`config.mk`:
```
export PLATFORM = sky130hd
export DESIGN_NAME = ym_slot_cnt_ring
export DESIGN_NICKNAME = d
export VERILOG_FILES = /design/src/rtl/ym_slot_cnt_ring.sv
export SDC_FILE = /design/constraint.sdc
export NUM_CORES = 1
export LEC_CHECK = 0
export ABC_AREA = 1
export CAP_MARGIN = 20
export CORE_MARGIN = 2
export CORE_UTILIZATION = 50
export DETAILED_ROUTE_END_ITERATION = 16
export PLACE_DENSITY_LB_ADDON = 0.05
export SLEW_MARGIN = 15
export SYNTH_ARGS = -nofsm -noshare
export SYNTH_HDL_FRONTEND = slang
export SYNTH_SLANG_ARGS = --single-unit
```
`constraint.sdc`:
```
create_clock -name MCLK -period 5.55 [get_ports MCLK]
set_clock_uncertainty 0.05 [all_clocks]
set_input_delay 0.555 -clock MCLK [delete_from_list [all_inputs] [get_ports MCLK]]
set_output_delay 0.555 -clock MCLK [all_outputs]
set_load 0.02 [all_outputs]
```
`src/rtl/ym_slot_cnt_ring.sv`:
```
`default_nettype none
// ============================================================================
// Module   : ym_slot_cnt_ring
// Purpose  : Time-multiplexed per-slot counter bank. CHANNELS counters of
//            DATA_WIDTH bits recirculate through a two-phase (c1/c2)
//            master/slave ring. The head slot is cleared, loaded or stepped
//            each slot period, in wrap or saturate mode. Also produces the
//            index of the slot at the head and a sync strobe for slot 0.
// Options  : YM_SLOT_CNT_DBG_EN - when defined, dbg_val snapshots cur_val on
//            the c2 edge of the slot selected by dbg_sel. When undefined,
//            dbg_val is tied to zero and no storage is built.
// Revision : 1.0 - initial release
// ============================================================================
module ym_slot_cnt_ring #(
  parameter  int CHANNELS   = 24,
  parameter  int DATA_WIDTH = 10,
  parameter  int STEP_WIDTH = 4,
  parameter  int SATURATE   = 0,
  localparam int SLOT_W     = $clog2(CHANNELS)
) (
  input  logic                  MCLK,
  input  logic                  reset_n,
  input  logic                  c1,
  input  logic                  c2,
  input  logic                  clr,
  input  logic                  load,
  input  logic [DATA_WIDTH-1:0] load_val,
  input  logic [STEP_WIDTH-1:0] step,
  output logic [DATA_WIDTH-1:0] cur_val,
  output logic [DATA_WIDTH-1:0] next_val,
  output logic                  c_out,
  output logic [SLOT_W-1:0]     slot,
  output logic                  sync,
  input  logic [SLOT_W-1:0]     dbg_sel,
  output logic [DATA_WIDTH-1:0] dbg_val
);

  localparam logic [SLOT_W-1:0] c_last_slot = SLOT_W'(CHANNELS - 1);

  logic [DATA_WIDTH-1:0] r_master [CHANNELS];
  logic [DATA_WIDTH-1:0] r_slave  [CHANNELS];
  logic [SLOT_W-1:0]     r_slot;

  logic [DATA_WIDTH-1:0] w_base;
  logic [DATA_WIDTH:0]   w_sum;
  logic [DATA_WIDTH-1:0] w_add;

  // The last slave is transparent while c2 is high, so the head value seen by
  // the adder already reflects the transfer happening on this edge.
  assign cur_val = c2 ? r_master[CHANNELS-1] : r_slave[CHANNELS-1];

  // Load replaces the recirculated value as the add operand; step is
  // zero-extended and the extra MSB captures the carry.
  assign w_base = load ? load_val : cur_val;
  assign w_sum  = {1'b0, w_base} + (DATA_WIDTH + 1)'(step);

  generate
    if (SATURATE != 0) begin : g_sat
      assign w_add = w_sum[DATA_WIDTH] ? {DATA_WIDTH{1'b1}} : w_sum[DATA_WIDTH-1:0];
    end else begin : g_wrap
      assign w_add = w_sum[DATA_WIDTH-1:0];
    end
  endgenerate

  // Clear overrides both load and add, and suppresses the carry.
  assign next_val = clr ? '0   : w_add;
  assign c_out    = clr ? 1'b0 : w_sum[DATA_WIDTH];

  assign slot = r_slot;
  assign sync = (r_slot == '0);

  // Ring stages: c1 captures into masters (head gets the write-back value),
  // c2 moves every master into its slave. Both phases read pre-edge values,
  // so a value never crosses two stages on one edge.
  always_ff @(posedge MCLK or negedge reset_n) begin
    if (!reset_n) begin
      for (int i = 0; i < CHANNELS; i++) begin
        r_master[i] <= '0;
        r_slave[i]  <= '0;
      end
    end else begin
      if (c1) begin
        r_master[0] <= next_val;
        for (int i = 1; i < CHANNELS; i++) begin
          r_master[i] <= r_slave[i-1];
        end
      end
      if (c2) begin
        for (int i = 0; i < CHANNELS; i++) begin
          r_slave[i] <= r_master[i];
        end
      end
    end
  end

  // Slot index advances with each c2 transfer and wraps after the last slot.
  always_ff @(posedge MCLK or negedge reset_n) begin
    if (!reset_n) begin
      r_slot <= '0;
    end else if (c2) begin
      r_slot <= (r_slot == c_last_slot) ? '0 : r_slot + 1'b1;
    end
  end

`ifdef YM_SLOT_CNT_DBG_EN
  logic [DATA_WIDTH-1:0] r_dbg;

  // Snapshot the head value on the c2 edge of the selected slot; a select
  // beyond the last slot can never equal r_slot and so never captures.
  always_ff @(posedge MCLK or negedge reset_n) begin
    if (!reset_n) begin
      r_dbg <= '0;
    end else if (c2 && (r_slot == dbg_sel)) begin
      r_dbg <= cur_val;
    end
  end

  assign dbg_val = r_dbg;
`else
  logic w_unused_dbg;

  assign w_unused_dbg = ^dbg_sel;
  assign dbg_val      = '0;
`endif

endmodule
`default_nettype wire
```
==> results.sh, run 1 <==
export IMPL_status="completed"
export IMPL_top_layer_used="met4"
export IMPL_rrSetupSlack_ns=3.15
export IMPL_synthArstFlopShare=1.00
export IMPL_yosys_warnings=0
export IMPL_postSynthAreaPerCell_um2=9.55
export IMPL_max_cap_violations=0
export IMPL_layout_drive_gt1_share=0.0497
export IMPL_post_route_util=0.569
export IMPL_gr_total_overflow=0
export IMPL_synth_top_flop_cell="dfrtp_1"
export IMPL_slew_viol_final=0
export IMPL_finalPower_uw=8610
export IMPL_path_max_fanout=85
export IMPL_cts_num_sinks=485
export IMPL_critPathCapture="c_out"
export IMPL_wl_met2_um=14100
export IMPL_cts_tree="done"
export IMPL_p_leak_uw=0.00972
export IMPL_nets=1971
export IMPL_num_rows=70
export IMPL_synthCells=1937
export IMPL_start_util=0.507
export IMPL_finalWirelength_um=32200
export IMPL_start_kind="input pin"
export IMPL_max_freq_ghz=0.230
export IMPL_viasPerCell=4.93
export IMPL_grt_setup_unrepaired="no"
export IMPL_cts_made_buffers=50
export IMPL_finalHoldViolations=0
export IMPL_cp_startpoint="c2"
export IMPL_hold_class="input pin to register"
export IMPL_synth_cell_type_count=35
export IMPL_yosysTopAreaCell="dfrtp_1"
export IMPL_worstReg2RegEnd="r_master[238]"
export IMPL_pin_count=62
export IMPL_firstDrtPassIters=5
export IMPL_reg2reg_from="r_master[0]"
export IMPL_m1WireLength_um=16200
export IMPL_drc_errors=0
export IMPL_fillers=3223
export IMPL_peakVddDrop_uv=226
export IMPL_die_x_um=196
export IMPL_track_usage=0.178
export IMPL_syn_to_final_growth_pct=12.4
export IMPL_crit_path_end_kind="output pin"
export IMPL_post_cts_buffers=0
export IMPL_synth_edf_count=0
export IMPL_antenna_found_initial=0
export IMPL_core_um2=36500
export IMPL_tns_ns=0
export IMPL_grt_pass1_vias=12400
export IMPL_dieArea_um2=38600
export IMPL_syn_cell_area_um2=18500
export IMPL_required_ns=4.95
export IMPL_worstRegToRegCells=12
export IMPL_hpwl_um=18300
export IMPL_synth_most_common_cell="nand2_1"
export IMPL_synth_seq_cells=485
export IMPL_ys_seq_area_frac=0.656
export IMPL_routedWlPerCell_um=13.2
export IMPL_wl_met3_um=1110
export IMPL_clk_latency_ns=0.57
export IMPL_dr_first_iter_drc_count=693
export IMPL_crit_type="input pin to output pin"
export IMPL_cts_max_path_buffers=3
export IMPL_setup_violations_final=0
export IMPL_fin_crit_ns=4.36
export IMPL_fin_hold_ws_ns=0.380
export IMPL_grt_max_degree=196
export IMPL_vias=12000
export IMPL_relSlewSlack=0.348
export IMPL_grt_pass1_wl_um=57700
export IMPL_globalplace_congestion=0.788
export IMPL_worst_slew_pin_slew_ns=0.979
export IMPL_clkSlewWorstSetupHoldPaths_ns=0.05
export IMPL_ant_nets=0
export IMPL_netlist_area_leader_share=0.656
export IMPL_hp_start="c2"
export IMPL_die_h_um=196
export IMPL_arrival_ns=3.75
export IMPL_synthTopCellsByArea="dfrtp_1, o21ai_0, nand2_1"
export IMPL_p_per_area_nw_per_um2=414
export IMPL_io_buffers=46
export IMPL_fin_crit_sh=0.785
export IMPL_cts_root_buf="clkbuf_16"
export IMPL_n_antenna_cell=0
export IMPL_cts_max_level=2
export IMPL_synth_common_cells="nand2_1, dfrtp_1, o21ai_0, inv_1, clkbuf_1"
layer usage:
metal  track usage  up-vias
li1              -     6008
met1         0.249     5812
met2         0.286      135
met3        0.0293       58
met4        0.0620        0
met5             0        -
cell type report:
| cell class | instances | area (um^2) | share of cell area |
|---|---|---|---|
| well taps | 468 | 586 | 0.0282 |
| inverters | 248 | 938 | 0.0451 |
| clock buffers | 78 | 1520 | 0.0731 |
| clock inverters | 6 | 105 | 0.00506 |
| repair buffers | 60 | 641 | 0.0308 |
| multi-input cells | 1094 | 4860 | 0.234 |
| flip-flops and latches | 485 | 12100 | 0.584 |
worst min-delay path by stage:
stage / endpoint / slack, ns / depth (start not counted)
floorplan: r_master[0] / 0.21 / 0
global route: r_slave[239] / 0.39 / 3
finish: r_slave[229] / 0.38 / 3
detailed placement: r_master[221] / 0.41 / 2
CTS: r_slave[213] / 0.36 / 3
global placement: r_slave[237] / 0.41 / 2
where the power goes:
part	internal (uW)	switching (uW)	leakage, uW	total (uW)
Clock	2000	1300	0.000797	3300
Combinational	336	626	0.00252	962
Sequential	4110	237	0.00641	4340
metrics by stage:
step	cell area, um^2	worst slack, ns	instances
floorplan	18500	1.78	1946
global placement	19200	1.25	2354
detailed placement	19200	1.21	2354
CTS	20800	1.20	2439
global route	20800	0.906	2439
finish	20800	1.19	2439
sequential cells by signal, indices dropped and copies added, names as in the netlist:
name and cells:
r_master 240, slot 5, r_slave 240
cells in the final DEF, fill, tap and decap left out, types with 2 or more instances in the layout:
| cell type | count |
|---|---|
| inv_1 | 245 |
| nor2_1 | 11 |
| nand2_1 | 567 |
| nand4_1 | 4 |
| o21ai_1 | 5 |
| bufinv_16 | 3 |
| o21ai_0 | 455 |
| buf_12 | 5 |
| buf_8 | 2 |
| clkinv_2 | 3 |
| conb_1 | 10 |
| clkbuf_16 | 53 |
| clkdlybuf4s50_1 | 44 |
| nand3_1 | 13 |
| buf_4 | 8 |
| dfrtp_1 | 485 |
| clkbuf_1 | 15 |
| inv_2 | 2 |
| or2_2 | 3 |
| ha_1 | 6 |
| clkbuf_8 | 10 |
| a21oi_1 | 3 |
cell families after synthesis:
group / synth area share
XOR/XNOR: 0.000474
buffers and inverters: 0.0829
flip-flops: 0.656
AO/OA/AOI/OAI: 0.129
adder cells (fa/ha/maj): 0.00514
other: 0.000203
AND/OR/NAND/NOR: 0.127
critical path, stage by stage:
cell	delay, ns
buf_8	0.21
inv_2	0.14
buf_4	0.37
nand2_1	0.08
o21ai_0	0.14
nand2_1	0.09
nand2_1	0.07
ha_1	0.16
inv_1	0.05
fa_1	0.40
o21a_1	0.24
nor2_1	0.24
nand3_1	0.16
nor3_1	0.16
clkdlybuf4s50_1	0.64
timing repair:
| action | 4_1_cts | 5_1_grt |
|---|---|---|
| hold buffers | 1 | 0 |
| hold endpoints to repair | 90 | 0 |
| gates resized for setup | 0 | 0 |
(Power assumes the default switching activity.)
==> run 2: changes to the inputs <==
clock period = 4.3 ns   (was 5.55 ns; I/O delays follow)
==> results.sh, run 2 (synthesized netlist as in run 1, its figures left out) <==
export IMPL_slew_viol_final=0
export IMPL_combPwrFrac=0.112
export IMPL_fin_crit_sh=0.917
export IMPL_cts_max_path_buffers=3
export IMPL_crit_path_end_kind="output pin"
export IMPL_dr_first_iter_drc_count=766
export IMPL_grt_pass1_vias=12300
export IMPL_final_common_cell="nand2_1"
export IMPL_rrSetupSlack_ns=1.88
export IMPL_fillers=3204
export IMPL_path_max_fanout=15
export IMPL_firstDrtPassIters=5
export IMPL_grt_setup_unrepaired="no"
export IMPL_peakVddDrop_uv=319
export IMPL_hold_depth=4
export IMPL_vias=12000
export IMPL_setup_violations_final=0
export IMPL_hold_end="r_slave[12]"
export IMPL_hold_class="input pin to register"
export IMPL_cts_made_buffers=50
export IMPL_finalHoldViolations=0
export IMPL_cts_max_level=2
export IMPL_die_x_um=196
export IMPL_final_cell_mix="nand2_1, dfrtp_1, o21ai_0"
export IMPL_num_rows=70
export IMPL_grt_pass1_wl_um=57500
export IMPL_routedWlPerCell_um=13.1
export IMPL_cts_root_buf="clkbuf_16"
export IMPL_p_leak_uw=0.00979
export IMPL_status="completed"
export IMPL_reg2reg_from="r_master[0]"
export IMPL_required_ns=3.82
export IMPL_worstReg2RegEnd="r_master[236]"
export IMPL_layout_drive_gt1_share=0.0551
export IMPL_syn_to_final_growth_pct=13.1
export IMPL_p_sw_frac=0.251
export IMPL_hpwl_um=18300
export IMPL_drc_errors=0
export IMPL_arrival_ns=3.46
export IMPL_finalNonFillerCells=2446
export IMPL_cts_tree="done"
export IMPL_io_buffers=46
export IMPL_tns_ns=0
export IMPL_core_um2=36500
export IMPL_post_cts_buffers=0
export IMPL_start_util=0.507
export IMPL_globalplace_congestion=0.809
export IMPL_die_h_um=196
export IMPL_grt_max_degree=250
export IMPL_clkSlewWorstSetupHoldPaths_ns=0.06
export IMPL_n_antenna_cell=0
export IMPL_worstRegToRegCells=13
export IMPL_antenna_found_initial=0
export IMPL_power_frac_seq=0.501
export IMPL_post_route_util=0.573
export IMPL_crit_type="input pin to output pin"
export IMPL_seq_area_um2=12100
export IMPL_pin_count=62
export IMPL_ant_nets=0
export IMPL_max_freq_ghz=0.254
export IMPL_worst_slew_pin_slew_ns=1.09
export IMPL_start_kind="input pin"
export IMPL_cts_num_sinks=485
export IMPL_max_cap_violations=0
export IMPL_p_per_area_nw_per_um2=535
export IMPL_fin_crit_ns=3.94
export IMPL_dieArea_um2=38600
export IMPL_hp_start="c2"
export IMPL_track_usage=0.178
export IMPL_relSlewSlack=0.275
export IMPL_p_int_uw=8390
export IMPL_gr_total_overflow=0
export IMPL_finalWirelength_um=32000
export IMPL_nets=1976
export IMPL_p_switching_uw=2810
export IMPL_dp_cells=2358
export IMPL_clk_latency_ns=0.58
export IMPL_multi_input_area_um2=4860
export IMPL_viasPerCell=4.89
export IMPL_clkPwrFrac=0.388
==> run 2: worst max-delay path: stages <==
cell	delay, ns
clkdlybuf4s50_1	0.54
inv_2	0.27
nand2_1	0.09
nand2_1	0.07
ha_1	0.16
inv_1	0.06
fa_1	0.41
o21a_1	0.24
nor2_1	0.22
nand3_1	0.16
nor3_1	0.17
clkdlybuf4s50_1	0.64
==> run 2: power groups by stage <==
stage	registers [uW]	logic [uW]	clock network, uW
CTS	5610	1290	4490
detailed placement	5680	1280	0
global placement	5670	1240	0
global route	5690	1500	4660
finish	5600	1250	4340
floorplan	5630	832	0
==> run 2: worst max path at each step <==
stage | endpoint | slack, ns | startpoint | depth (start not counted)
after floorplan | c_out | 0.78 | c2 | 15
after global placement | c_out | 0.44 | load | 12
after detailed placement | c_out | 0.36 | load | 12
after CTS | c_out | 0.35 | r_master[0] | 12
after global routing | next_val[7] | 0.14 | load | 15
final | c_out | 0.36 | load | 12
==> run 2: area by class of cell <==
| type | count | area share |
|---|---|---|
| Clock inverter | 10 | 0.00825 |
| Multi-Input combinational cell | 1094 | 0.232 |
| Clock buffer | 76 | 0.0722 |
| Timing Repair Buffer | 65 | 0.0342 |
| Tap cell | 468 | 0.0280 |
| Sequential cell | 485 | 0.580 |
| Inverter | 248 | 0.0449 |
==> run 2: metal layers <==
metal	track usage	share of wire
met1	0.256	0.51
met5	0	0
met3	0.0335	0.028
met4	0.0474	0.020
met2	0.280	0.44
==> run 2: what timing repair did <==
action                    4_1_cts  5_1_grt
hold endpoints to repair       98        0
gates resized for setup         0        0
hold buffers                    1        0
==> run 2: metrics by stage <==
step | total power [uW] | instance area, um^2 | hold WS [ns] | worst slack [ns]
after floorplan | 6460 | 18500 | 0.0844 | 0.785
after global routing | 11800 | 20900 | 0.194 | 0.141
after CTS | 11400 | 20900 | 0.155 | 0.350
final | 11200 | 20900 | 0.190 | 0.357
after detailed placement | 6960 | 19200 | 0.410 | 0.364
after global placement | 6910 | 19200 | 0.406 | 0.440
==> run 3: changes to the inputs <==
CELL_PAD_IN_SITES_DETAIL_PLACEMENT = 2   (was default)
CELL_PAD_IN_SITES_GLOBAL_PLACEMENT = 2   (was default)
CORE_UTILIZATION = 39   (was 50)
RECOVER_POWER = 100   (was default)
==> results.sh, run 3 (synthesized netlist as in run 1, its figures left out) <==
export IMPL_status="complete, but fails checks"
export IMPL_max_stage_delay_ns=0.68
export IMPL_final_common_cell="nand2_1"
export IMPL_setup_violations_final=0
export IMPL_ant_nets=0
export IMPL_cp_startpoint="r_master[0]"
export IMPL_drc_errors=0
export IMPL_gr_total_overflow=0
export IMPL_p_per_area_nw_per_um2=540
export IMPL_path_depth=14
export IMPL_slew_viol_final=438
export IMPL_die_x_um=222
export IMPL_peakVddDrop_uv=301
export IMPL_cts_made_buffers=54
export IMPL_grt_setup_unrepaired="no"
export IMPL_setup_ws_ns=0.333
export IMPL_dieArea_um2=49200
export IMPL_core_um2=46700
export IMPL_track_usage=0.178
export IMPL_io_buffers=46
export IMPL_grt_max_degree=236
export IMPL_hpwl_um=24000
export IMPL_clk_latency_ns=0.59
export IMPL_layout_drive_gt1_share=0.0563
export IMPL_dp_cells=2500
export IMPL_firstDrtPassIters=4
export IMPL_grt_pass1_vias=14200
export IMPL_p_leak_uw=0.00984
export IMPL_hold_class="input pin to register"
export IMPL_finalNonFillerCells=2597
export IMPL_cp_top_family="buffers and inverters"
export IMPL_post_cts_buffers=0
export IMPL_dr_first_iter_drc_count=689
export IMPL_finalHoldViolations=0
export IMPL_relSlewSlack=-1.08
export IMPL_dpl_worst_slack_ns=0.366
export IMPL_cts_num_sinks=485
export IMPL_path_cells="inv_1 > o21ai_0 > nand2_1 > nand2_1 > ha_1 > inv_1 > fa_1 > o21a_1 > nor2_2 > nand2_1 > nand2_1 > nand3_1 > inv_1 > dlygate4sd3_1"
export IMPL_start_kind="register"
export IMPL_fin_crit_ns=3.97
export IMPL_cts_max_path_buffers=3
export IMPL_required_ns=3.82
export IMPL_cts_root_buf="clkbuf_16"
export IMPL_max_freq_ghz=0.252
export IMPL_pin_count=62
export IMPL_fin_crit_sh=0.923
export IMPL_crit_type="register to output pin"
export IMPL_tns_ns=0
export IMPL_antenna_found_initial=0
export IMPL_syn_to_final_growth_pct=13.8
export IMPL_num_rows=79
export IMPL_max_cap_violations=4
export IMPL_grt_pass1_wl_um=73000
export IMPL_die_h_um=222
export IMPL_worstRegToRegCells=13
export IMPL_vias=12600
export IMPL_cp_num_buf_inv=4
export IMPL_routedWlPerCell_um=15.9
export IMPL_start_util=0.397
export IMPL_crit_slowest_cell="dlygate4sd3_1"
export IMPL_nets=1982
export IMPL_hold_depth=4
export IMPL_finalWirelength_um=41400
export IMPL_globalplace_congestion=0.734
export IMPL_n_antenna_cell=0
export IMPL_crit_path_end_kind="output pin"
export IMPL_cts_max_level=2
export IMPL_cp_common_cell="nand2_1"
export IMPL_violations="capacitance limit, slew limit"
export IMPL_reg2reg_from="r_master[0]"
export IMPL_path_max_fanout=4
export IMPL_final_cell_mix="nand2_1, dfrtp_1, o21ai_0"
export IMPL_arrival_ns=3.49
export IMPL_cts_tree="done"
export IMPL_hp_start="c2"
export IMPL_worst_slew_pin_slew_ns=3.12
export IMPL_clkSlewWorstSetupHoldPaths_ns=0.06
export IMPL_viasPerCell=4.86
==> run 3: cell count changes in the layout (fill, tap and decap cells not counted), moves of 5 or more <==
cell / change
clkbuf_8: -5
clkbuf_1: +9
clkdlybuf4s50_1: -28
clkinv_2: +6
dlygate4sd3_1: +28
==> run 3: final cells by class <==
cell class              count  area [um^2]
multi-input cells        1094         4870
fillers                  4971        25600
inverters                 248          933
repair buffers             67          658
clock buffers              82         1570
flip-flops and latches    485        12100
well taps                 607          759
clock inverters            14          128
==> run 3: metrics by stage <==
step,hold slack [ns],power (uW),cell area (um^2),utilization
global route,0.397,12000,21000,0.451
floorplan,0.0844,6460,18500,-
CTS,0.130,11600,21100,0.452
global placement,0.406,6950,19400,0.416
detailed placement,0.412,7060,19400,0.416
finish,0.362,11400,21000,0.451
==> run 3: worst register-to-register path: stages, from the launching register on <==
cell,delay (ns)
dfrtp_1,0.32
inv_1,0.05
o21ai_0,0.24
nand2_1,0.08
nand2_1,0.08
ha_1,0.18
inv_1,0.06
fa_1,0.41
o21a_1,0.25
nor2_2,0.20
nand3_1,0.11
nand2_1,0.09
nand4_1,0.13
nand2_1,0.13
==> run 3: final timing paths <==
path	end	slack, ns
min in group asynchronous	r_slave[125]	1.37
max in group asynchronous	r_master[234]	0.75
worst min register to register	r_master[225]	0.42
worst max-delay path	next_val[6]	0.33
worst max register to register	r_master[238]	1.86
worst min-delay path	r_slave[235]	0.36
==> run 3: report_power, final <==
part           leakage (uW)  internal [uW]  switching (uW)
sequential          0.00641           5300             336
combinational       0.00259            418             871
clock              0.000840           2620            1810
total               0.00984           8340            3020
==> run 3: metal layers <==
layer | global-route usage | wire length (um) | share of wire | vias up
met2 | 0.294 | 20100 | 0.49 | 86
met5 | 0 | 0 | 0 | -
met1 | 0.243 | 19400 | 0.47 | 6462
met3 | 0.0297 | 1140 | 0.027 | 49
li1 | - | - | - | 6031
met4 | 0.0469 | 715 | 0.017 | 0
==> run 3: timing repair <==
item,4_1_cts,5_1_grt
setup endpoints to repair,0,1
gates resized for setup,0,1
hold endpoints to repair,112,0
hold buffers,1,0
